**config.mk**
```make
export PLATFORM = sky130hd
export DESIGN_NAME = branch_predictor_btb
export DESIGN_NICKNAME = d
export VERILOG_FILES = /design/src/rtl/branch_predictor_btb.sv
export SDC_FILE = /design/constraint.sdc
export NUM_CORES = 1
export LEC_CHECK = 0
export ABC_AREA = 1
export BUFFER_PORTS_ARGS = -buffer_cell sky130_fd_sc_hd__buf_2
export CORE_MARGIN = 5
export CORE_UTILIZATION = 40
export CTS_CLUSTER_DIAMETER = 40
export DETAILED_ROUTE_END_ITERATION = 16
export PLACE_DENSITY_LB_ADDON = 0.12
export SLEW_MARGIN = 25
export SYNTH_ARGS = -nofsm -noshare
export SYNTH_HDL_FRONTEND = slang
export SYNTH_SLANG_ARGS = --single-unit
```
**constraint.sdc**
```tcl
create_clock -name clk -period 11.03 [get_ports clk]
set_input_delay 0.5515 -clock clk [delete_from_list [all_inputs] [get_ports clk]]
set_output_delay 0.5515 -clock clk [all_outputs]
set_load 0.01 [all_outputs]
```
**src/rtl/branch_predictor_btb.sv**
```systemverilog
// branch_predictor_btb
//   Direct-mapped branch target buffer with per-entry saturating direction
//   counters. Fetch gets a zero-latency prediction; execute writes back the
//   resolved outcome, which trains the table and is scored for mispredicts.
//
// Ports
//   clk, rst                 clock (rising edge), synchronous active-low reset
//   pc_f                     fetch PC to look up
//   pred_taken_f/_target_f   prediction for pc_f (pre-edge table state)
//   update_*                 resolved branch from execute plus the prediction
//                            that was made for it at fetch
//   stall_e                  execute stalled; no state changes
//   flush_all                invalidate the whole table
//   mispredict_e             resolved branch was mispredicted
//   mispredict_count         saturating mispredict count
module branch_predictor_btb #(
    parameter int WORD_SIZE = 32,
    parameter int ENTRIES   = 16,
    parameter int CTR_BITS  = 2,
    parameter int CNT_BITS  = 16
) (
    input  logic                 clk,
    input  logic                 rst,
    input  logic [WORD_SIZE-1:0] pc_f,
    output logic                 pred_taken_f,
    output logic [WORD_SIZE-1:0] pred_target_f,
    input  logic                 update_en,
    input  logic                 stall_e,
    input  logic [WORD_SIZE-1:0] update_pc,
    input  logic                 update_taken,
    input  logic [WORD_SIZE-1:0] update_target,
    input  logic                 update_pred_taken,
    input  logic [WORD_SIZE-1:0] update_pred_target,
    input  logic                 flush_all,
    output logic                 mispredict_e,
    output logic [CNT_BITS-1:0]  mispredict_count
);
    localparam int IDX   = $clog2(ENTRIES);
    localparam int TAG_W = WORD_SIZE - IDX - 2;
    localparam logic [CTR_BITS-1:0] WNT = CTR_BITS'((1 << (CTR_BITS - 1)) - 1);
    localparam logic [CTR_BITS-1:0] WT  = CTR_BITS'(1 << (CTR_BITS - 1));

    logic [ENTRIES-1:0]                valid_q,  valid_d;
    logic [ENTRIES-1:0][TAG_W-1:0]     tag_q,    tag_d;
    logic [ENTRIES-1:0][WORD_SIZE-1:0] target_q, target_d;
    logic [ENTRIES-1:0][CTR_BITS-1:0]  ctr_q,    ctr_d;
    logic [CNT_BITS-1:0]               cnt_q,    cnt_d;

    // pc[1:0] never participate in index or tag.
    logic unused_pc_lsbs;
    assign unused_pc_lsbs = ^update_pc[1:0];

    logic [IDX-1:0]   idx_f, idx_u;
    logic [TAG_W-1:0] tag_f, tag_u;
    logic             hit_f, hit_u, upd_fire;

    assign idx_f = pc_f[IDX+1:2];
    assign tag_f = pc_f[WORD_SIZE-1:IDX+2];
    assign idx_u = update_pc[IDX+1:2];
    assign tag_u = update_pc[WORD_SIZE-1:IDX+2];

    // Lookup: purely from registered state, so a same-cycle update is not seen.
    assign hit_f         = valid_q[idx_f] && (tag_q[idx_f] == tag_f);
    assign pred_taken_f  = hit_f && ctr_q[idx_f][CTR_BITS-1];
    assign pred_target_f = pred_taken_f ? target_q[idx_f] : pc_f + WORD_SIZE'(4);

    assign upd_fire = update_en && !stall_e;
    assign hit_u    = valid_q[idx_u] && (tag_q[idx_u] == tag_u);

    // A taken branch that was predicted taken can still mispredict on target.
    assign mispredict_e = upd_fire &&
        ((update_pred_taken != update_taken) ||
         (update_taken && update_pred_taken && (update_pred_target != update_target)));

    always_comb begin
        valid_d  = valid_q;
        tag_d    = tag_q;
        target_d = target_q;
        ctr_d    = ctr_q;
        if (flush_all) begin
            // Flush wins over any update in the same cycle.
            valid_d = '0;
            ctr_d   = {ENTRIES{WNT}};
        end else if (upd_fire) begin
            if (hit_u) begin
                if (update_taken) begin
                    if (ctr_q[idx_u] != '1) ctr_d[idx_u] = ctr_q[idx_u] + 1'b1;
                    target_d[idx_u] = update_target;
                end else if (ctr_q[idx_u] != '0) begin
                    ctr_d[idx_u] = ctr_q[idx_u] - 1'b1;
                end
            end else if (update_taken) begin
                // Only taken branches earn an entry; evict whatever was there.
                valid_d[idx_u]  = 1'b1;
                tag_d[idx_u]    = tag_u;
                target_d[idx_u] = update_target;
                ctr_d[idx_u]    = WT;
            end
        end
    end

    always_comb begin
        cnt_d = cnt_q;
        if (mispredict_e && (cnt_q != '1)) cnt_d = cnt_q + 1'b1;
    end

    always_ff @(posedge clk) begin
        if (!rst) begin
            valid_q <= '0;
            ctr_q   <= {ENTRIES{WNT}};
            cnt_q   <= '0;
        end else begin
            valid_q <= valid_d;
            ctr_q   <= ctr_d;
            cnt_q   <= cnt_d;
        end
    end

    // Tag/target carry no reset value; they only matter behind a valid bit.
    always_ff @(posedge clk) begin
        if (rst) begin
            tag_q    <= tag_d;
            target_q <= target_d;
        end
    end

    assign mispredict_count = cnt_q;

endmodule

```
==> results of run 1 <==
[kinds of logic (layout without fill, tap and decap cells)]
kind of cell	count (synthesis)	in the layout	share of synthesized area
and+or+nand+nor	2135	2135	0.1839
xor gates and xnor gates	68	68	0.01276
DFF	992	992	0.6246
AOI/OAI and AO/OA	1035	1035	0.1281
buffers and inverters	560	785	0.04931
other	0	12	0
adders and majority gates	5	5	0.001341
[worst max path at each step]
stage               slack (ns)              endpoint  cells past startpoint
detailed placement        4.90  tag_q[357]$_DFFE_PP_                     22
finish                    4.76     pred_target_f[11]                     17
global route              4.42     pred_target_f[11]                     17
CTS                       4.98     pred_target_f[10]                     17
floorplan                 6.90  tag_q[156]$_DFFE_PP_                      9
global placement          4.91  tag_q[347]$_DFFE_PP_                     22
[layout by cell type, fill, tap and decap left out, types with 24 or more instances in the layout]
| cell | n |
|---|---|
| nand2_1 | 1112 |
| edfxtp_1 | 928 |
| nor2_1 | 678 |
| o21ai_0 | 586 |
| inv_1 | 237 |
| nand3_1 | 198 |
| buf_2 | 177 |
| clkbuf_16 | 158 |
| o22ai_1 | 129 |
| a21oi_1 | 121 |
| dfxtp_1 | 64 |
| nand4_1 | 62 |
| o221ai_1 | 62 |
| buf_4 | 62 |
| o211ai_1 | 39 |
| xor2_1 | 37 |
| xnor2_1 | 30 |
| clkinv_2 | 28 |
| nor3_1 | 24 |
[layout make-up]
type                       count  share of cell area
tap                         1524             0.03521
antenna                       12           0.0005545
sequential                   992              0.5382
clock inverter               109             0.02204
clock buffer                 172             0.07398
inverter                     259             0.01844
multi-input combinational   3243              0.2849
timing repair buffer         245             0.02666
[metal layers]
layer	vias up	GRT usage	wire length, µm
met5	-	0	17
met4	4	0.07921	4457
met3	290	0.04686	14810
met2	1674	0.4134	75080
met1	18070	0.3690	70850
li1	17020	-	-
[power by group through the flow]
stage | Clock (mW) | Sequential [mW] | Combinational (mW)
2_1_floorplan | 0 | 4.20 | 0.411
3_3_place_gp | 0 | 4.20 | 0.727
3_5_place_dp | 0 | 4.20 | 0.729
4_1_cts | 4.94 | 4.13 | 0.731
5_1_grt | 5.12 | 4.13 | 0.800
6_report | 4.87 | 4.13 | 0.740
[critical path, delay by kind of cell]
| kind | cells | cell delay [ns] |
|---|---|---|
| AOI/OAI and AO/OA | 4 | 1.57 |
| xor gates and xnor gates | 1 | 0.22 |
| and+or+nand+nor | 7 | 1.07 |
| buffers and inverters | 5 | 1.95 |
[flip-flops by register name, indices dropped and copies added (netlist names)]
register,flops
target_q,512
tag_q,416
valid_q,16
ctr_q,32
mispredict_count,16
==> reports/qor.yml, run 1 <==
detailed_routing:
  drc: 0
  wl_mm: 165.2
  first_pass_iters: 6
  vias: 37060
  ant_nets: 0
  vias_per_cell: 5.653
  post_drt_wl_per_cell_um: 25.20
  drt_iter0_markers: 4387
clocking:
  post_cts_resized: 0
  clock-root-buffer: "clkbuf_16"
  cts.clk_slew.worst_paths_ns: 0.06
  cts.path.max_buffers: 3
  cts_buffers: 155
  tritoncts: "yes"
  postCtsHoldBufs: 0
  cts_sinks: 992
  htree_levels: 4
  post_cts_buffers: 0
  clock_latency_ns: 0.75
synthesis:
  synth_top_area_cell: "edfxtp_1"
  synthArstFlopShare: 0
  syn_nets: 4935
  synth_top_area_frac: 0.5972
  synth_edf_count: 928
  ys_warn_count: 0
  synthTopCellsByCount: "1115 x nand2_1, 928 x edfxtp_1, 701 x nor2_1, 586 x o21ai_0, 251 x inv_1"
  ys_top_cells_by_area: "edfxtp_1 60%, nand2_1 9.0%, o21ai_0 6.3%"
  ys_seq_elements: 992
  syn_avg_cell_area_um2: 9.732
  synth_seq_area_share: 0.6246
  synth_cells: 4795
  synth_area_mm2: 0.04667
  synth_cell_type_count: 48
  synth_most_common_cell: "nand2_1"
  ys.flop_type: "edfxtp_1"
critical_path:
  crit_required_ns: 10.48
  crit_path_start: "pc_f[2]"
  reg2reg_from: "valid_q[8]$_SDFFE_PP0P_"
  cp.arrival_ns: 5.72
  reg2reg_to: "tag_q[347]$_DFFE_PP_"
  critPathLaunchType: "input port"
  rrSetupSlack_ns: 6.97
  crit_slowest_cell: "o21ai_0"
  end_kind: "output port"
  r2r_cells: 15
  max_stage_delay_ns: 0.75
  cp_max_fo: 147
  worstPathCellList: "buf_8, buf_4, buf_12, nor2_1, nor2_1, o21ai_0, o211ai_1, nand2_1, o21bai_1, xor2_1, nor2b_1, nand4_1, nor2_1, nand2_2, buf_4, o21ai_0, buf_2"
  worst-setup-path-type: "input port to output port"
  cp_common_cell: "nor2_1"
die:
  die_w_um: 351.6
  io_pins: 185
  dieArea_mm2: 0.1236
  core_mm2: 0.1160
  start_util: 0.4021
  die_h_um: 351.6
  fp-row-count: 125
flow_run:
  maxCapViolations: 0
sta:
  layout_setup_ws_ns: 4.761
  setup_tns_ns: 0
  whs_ns: 0.08584
  setup_viol: 0
  fin_crit_sh: 0.5683
  worst_pin_slew_ns: 1.101
  finalHoldViolations: 0
  slew_headroom: 0.2652
  period_needed_ns: 6.269
  grt_setup_unrepaired: "false"
  finalMaxSlewViolations: 0
  max_freq_mhz: 159.5
  clock_skew_ns: 0.03024
cells_and_area:
  layoutNonFillerInstCount: 6556
  final_layout_size_suffix_gt1_frac: 0.1141
  final_core_util: 0.4667
  fillers: 10850
  multi_input_area_mm2: 0.01543
  final_area_mm2: 0.05415
  seqCellArea_mm2: 0.02915
  area_growth_pct: 16.05
  layout.nets: 5036
min_path:
  whs_path_depth: 3
  min_from: "rst"
  hold_path_class: "input port to flip-flop"
  hold_path_end: "mispredict_count[0]$_SDFFE_PN0P_"
global_routing:
  antenna_found_initial: 18
  grt-ovfl-total: 0
  grt_pass1_vias: 34190
  grt_max_degree: 157
  grtUsageTotal: 0.2610
  grt_pass1_wl_mm: 235.1
placed_design:
  gp_congestion: 0.8915
  dp_cells: 6263
  io_buffers: 182
  dpl.hpwl_mm: 92.19
  preCtsSetupSlack_ns: 4.898
  place_area_mm2: 0.04891
power_and_ir_drop:
  switching_share: 0.2430
  power_density_mw_per_mm2: 179.9
  combPwrFrac: 0.076
  peakVddDrop_mv: 0.1480
  p_switching_mw: 2.368
  clkPwrFrac: 0.500
  p_seq_frac: 0.424
  p_leak_nw: 20.15
  power_mw: 9.742
  p_int_mw: 7.375
run_status:
  outcome: "completed"
(Power assumes the default switching activity.)
==> run 2: changes to the inputs <==
--- a/config.mk
+++ b/config.mk
@@ -5,7 +5,7 @@
 export SDC_FILE = /design/constraint.sdc
 export NUM_CORES = 1
 export LEC_CHECK = 0
-export ABC_AREA = 1
+export ABC_AREA = 0
 export BUFFER_PORTS_ARGS = -buffer_cell sky130_fd_sc_hd__buf_2
 export CORE_MARGIN = 5
 export CORE_UTILIZATION = 40
==> constraint.sdc (replaced) <==
create_clock -name clk -period 6.28 [get_ports clk]
set_input_delay 0.314 -clock clk [delete_from_list [all_inputs] [get_ports clk]]
set_output_delay 0.314 -clock clk [all_outputs]
set_load 0.01 [all_outputs]
==> run 2 against run 1 <==
Against the previous run:
- design area is 3.4% lower
- register-to-register slack worse by 4.8 ns
- synthesized cell count is 52% lower
- hold slack worse by 0.00084 ns
- critical path depth is 8 lower
- highest routed layer is now met4
- sequential share of layout area is 1.9 points higher
- flip-flop and latch count stayed put
- area after synthesis is 6.5% lower
- non-clock buffer count is 81 higher
==> reports/qor.yml, run 2 <==
power_and_ir_drop:
  power_density_mw_per_mm2: 310.9  # +73%
  peakVddDrop_mv: 0.2140  # +45%
  p_leak_nw: 17.07  # -15%
die:
  fp-row-count: 121  # -3.2%
  core_mm2: 0.1086  # -6.5%
  die_w_um: 340.3  # -3.2%
  die_h_um: 340.3  # -3.2%
  io_pins: 185  # unchanged
  start_util: 0.4021  # about the same
  dieArea_mm2: 0.1158  # -6.3%
sta:
  period_needed_ns: 5.288
  finalHoldViolations: 0  # unchanged
  setup_viol: 0  # unchanged
  max_freq_mhz: 189.1
  fin_crit_sh: 0.8420
  setup_tns_ns: 0  # unchanged
  worst_pin_slew_ns: 0.9969  # -0.1037 ns
  layout_setup_ws_ns: 0.9921  # -3.769 ns
  slew_headroom: 0.3338  # +0.06863
  finalMaxSlewViolations: 0  # unchanged
  clock_skew_ns: 0.03109  # +0.0008549 ns
  grt_setup_unrepaired: "false"
clocking:
  cts_buffers: 146  # -5.8%
  cts.path.max_buffers: 3  # unchanged
  post_cts_resized: 0  # unchanged
  clock_latency_ns: 0.74  # about the same
  cts_sinks: 992  # unchanged
  htree_levels: 4  # unchanged
  post_cts_buffers: 0  # unchanged
  tritoncts: "yes"
  clock-root-buffer: "clkbuf_16"
  postCtsHoldBufs: 60  # +60
  cts.clk_slew.worst_paths_ns: 0.05  # about the same
critical_path:
  cp_max_fo: 59  # -60%
  reg2reg_from: "tag_q[409]$_DFFE_PP_"
  end_kind: "output port"
  crit_required_ns: 5.97  # -4.51 ns
  crit_slowest_cell: "or4b_4"
  critPathLaunchType: "flip-flop"
  cp_common_cell: "mux4_2"
  worstPathCellList: "mux4_2, mux4_2, xnor2_1, nand4_1, or3_1, or4_1, or4b_4, mux2_2, buf_2"
  cp.arrival_ns: 4.97  # -0.75 ns
  rrSetupSlack_ns: 2.17  # -4.80 ns
  worst-setup-path-type: "flip-flop to output port"
  max_stage_delay_ns: 0.89  # +0.14 ns
  crit_path_start: "tag_q[405]$_DFFE_PP_"
global_routing:
  met1_usage: 0.2871  # -0.08184
  antenna_found_initial: 4  # -14
  grt_pass1_wl_mm: 182.9  # -22%
  grt_max_degree: 105  # -33%
  busiest_layer: "met2"
  met3_usage: 0.05933  # +0.01247
  met2_usage: 0.3598  # -0.05356
  grt-ovfl-total: 0  # unchanged
  grt_pass1_vias: 25340  # -26%
  grtUsageTotal: 0.2201  # -0.04093
synthesis:
  syn_avg_cell_area_um2: 19.02  # +95%
  synth_cells: 2295  # -52%
  synth_area_mm2: 0.04365  # -6.5%
  synth_edf_count: 928  # unchanged
  syn_nets: 2435  # -51%
  ys.flop_type: "edfxtp_1"
  synthArstFlopShare: 0  # unchanged
  synth_cell_type_count: 57  # +19%
  synthTopCellsByCount: "928 x edfxtp_1, 384 x mux4_2, 101 x mux2i_1, 98 x nand2_1, 95 x nor2_1"
  ys_warn_count: 0  # unchanged
  ys_top_cells_by_area: "edfxtp_1 64%, mux4_2 20%, dfxtp_1 2.9%"
  synth_top_area_cell: "edfxtp_1"
  ys_seq_elements: 992  # unchanged
  synth_top_area_frac: 0.6385  # +0.04132
  synth_most_common_cell: "edfxtp_1"
  synth_seq_area_share: 0.6678  # +0.04322
cells_and_area:
  layoutNonFillerInstCount: 4166  # -36%
  largest_reg_flops: 512  # unchanged
  area_growth_pct: 19.87
  final_cell_mix: "928 x edfxtp_1, 384 x mux4_2, 175 x buf_2, 151 x clkbuf_16, 101 x mux2i_1"
  final_common_cell: "edfxtp_1"
  layout.nets: 2768  # -45%
  final_core_util: 0.4820  # +0.01530
  top_regs: "target_q: 512 flops, tag_q: 416 flops, ctr_q: 32 flops"
  multi_input_area_mm2: 0.01402  # -9.1%
  final_layout_size_suffix_gt1_frac: 0.3487  # +0.2346
  fillers: 8984  # -17%
  top_register: "target_q"
  seqCellArea_mm2: 0.02915  # unchanged
flow_run:
  maxCapViolations: 0  # unchanged
detailed_routing:
  drt_iter0_markers: 2075  # -53%
  first_pass_iters: 6  # unchanged
  wl_mm: 127.9  # -23%
  vias: 24250  # -35%
  drc: 0  # unchanged
  post_drt_wl_per_cell_um: 30.71  # +22%
  ant_nets: 0  # unchanged
  vias_per_cell: 5.822  # +3.0%
placed_design:
  dpl.hpwl_mm: 79.31  # -14%
  io_buffers: 182  # unchanged
  gp_congestion: 0.8260  # -7.3%
  dp_cells: 3832  # -39%
  preCtsSetupSlack_ns: 1.016  # -3.882 ns
min_path:
  min_from: "flush_all"
  hold_path_class: "input port to flip-flop"
run_status:
  outcome: "completed"
-- run 2: cell count changes in the layout (fill, tap and decap cells not counted), sizes merged, moves of 83 or more --
| cell | previous run | this run |
|---|---|---|
| o21ai | 598 | 37 |
| mux2i | 0 | 101 |
| inv | 278 | 54 |
| mux4 | 0 | 384 |
| nand3 | 201 | 37 |
| a21oi | 122 | 39 |
| nor2 | 703 | 95 |
| o22ai | 129 | 1 |
| nand2 | 1116 | 98 |
-- run 2: power breakdown --
group / internal (mW) / switching [mW] / total, mW / leakage (nW)
Clock: 4.90 / 3.07 / 7.98 / 2.38
Combinational: 0.427 / 0.614 / 1.04 / 5.83
Sequential: 7.24 / 0.00563 / 7.25 / 8.86
-- run 2: metrics by stage --
step	hold WS (ns)	instance area [µm²]	total power, mW
after floorplan	0.4129	43650	7.961
after global placement	0.4574	46790	8.389
after detailed placement	0.4686	46830	8.399
after CTS	0.04147	52260	16.43
after global routing	0.06591	52300	16.81
final	0.08500	52320	16.26
-- run 2: final timing paths --
path,cells past startpoint,end
worst min register to register,2,ctr_q[21]$_SDFFE_PP0P_
worst min-delay path,4,ctr_q[6]$_SDFFE_PP1P_
worst max register to register,12,tag_q[415]$_DFFE_PP_
worst max-delay path,9,pred_target_f[29]
-- run 2: routing by layer --
metal / up-vias / part of all wire
li1: 10290 / -
met1: 12860 / 0.40
met2: 906 / 0.49
met3: 194 / 0.078
met4: 0 / 0.033
met5: - / 0
-- run 2: cells by family (layout without fill, tap and decap cells) --
| kind of cell | count (synthesis) | in the layout | synth area share |
|---|---|---|---|
| AOI/OAI and AO/OA | 162 | 162 | 0.02683 |
| xor gates and xnor gates | 123 | 123 | 0.02468 |
| adders and majority gates | 5 | 5 | 0.001433 |
| buffers and inverters | 167 | 619 | 0.01686 |
| DFF | 992 | 992 | 0.6678 |
| muxes | 490 | 490 | 0.2226 |
| other | 0 | 5 | 0 |
| and+or+nand+nor | 356 | 356 | 0.03976 |
-- run 2: area by class of cell --
type                    instances  share of cell area
diodes                          5           0.0002392
repair buffers                326             0.04664
clock buffers                 161             0.07314
inverters                      26            0.001865
clock inverters               106             0.01913
flip-flops and latches        992              0.5571
well taps                    1414             0.03382
multi-input cells            1136              0.2680
-- run 2: critical path: cells and delay by family, from the launching register on --
kind / cells / cell delay [ns]
AND/OR/NAND/NOR: 4 / 1.86
flip-flops: 1 / 0.39
buffers and inverters: 1 / 0.14
XOR/XNOR: 1 / 0.35
multiplexers: 3 / 1.47
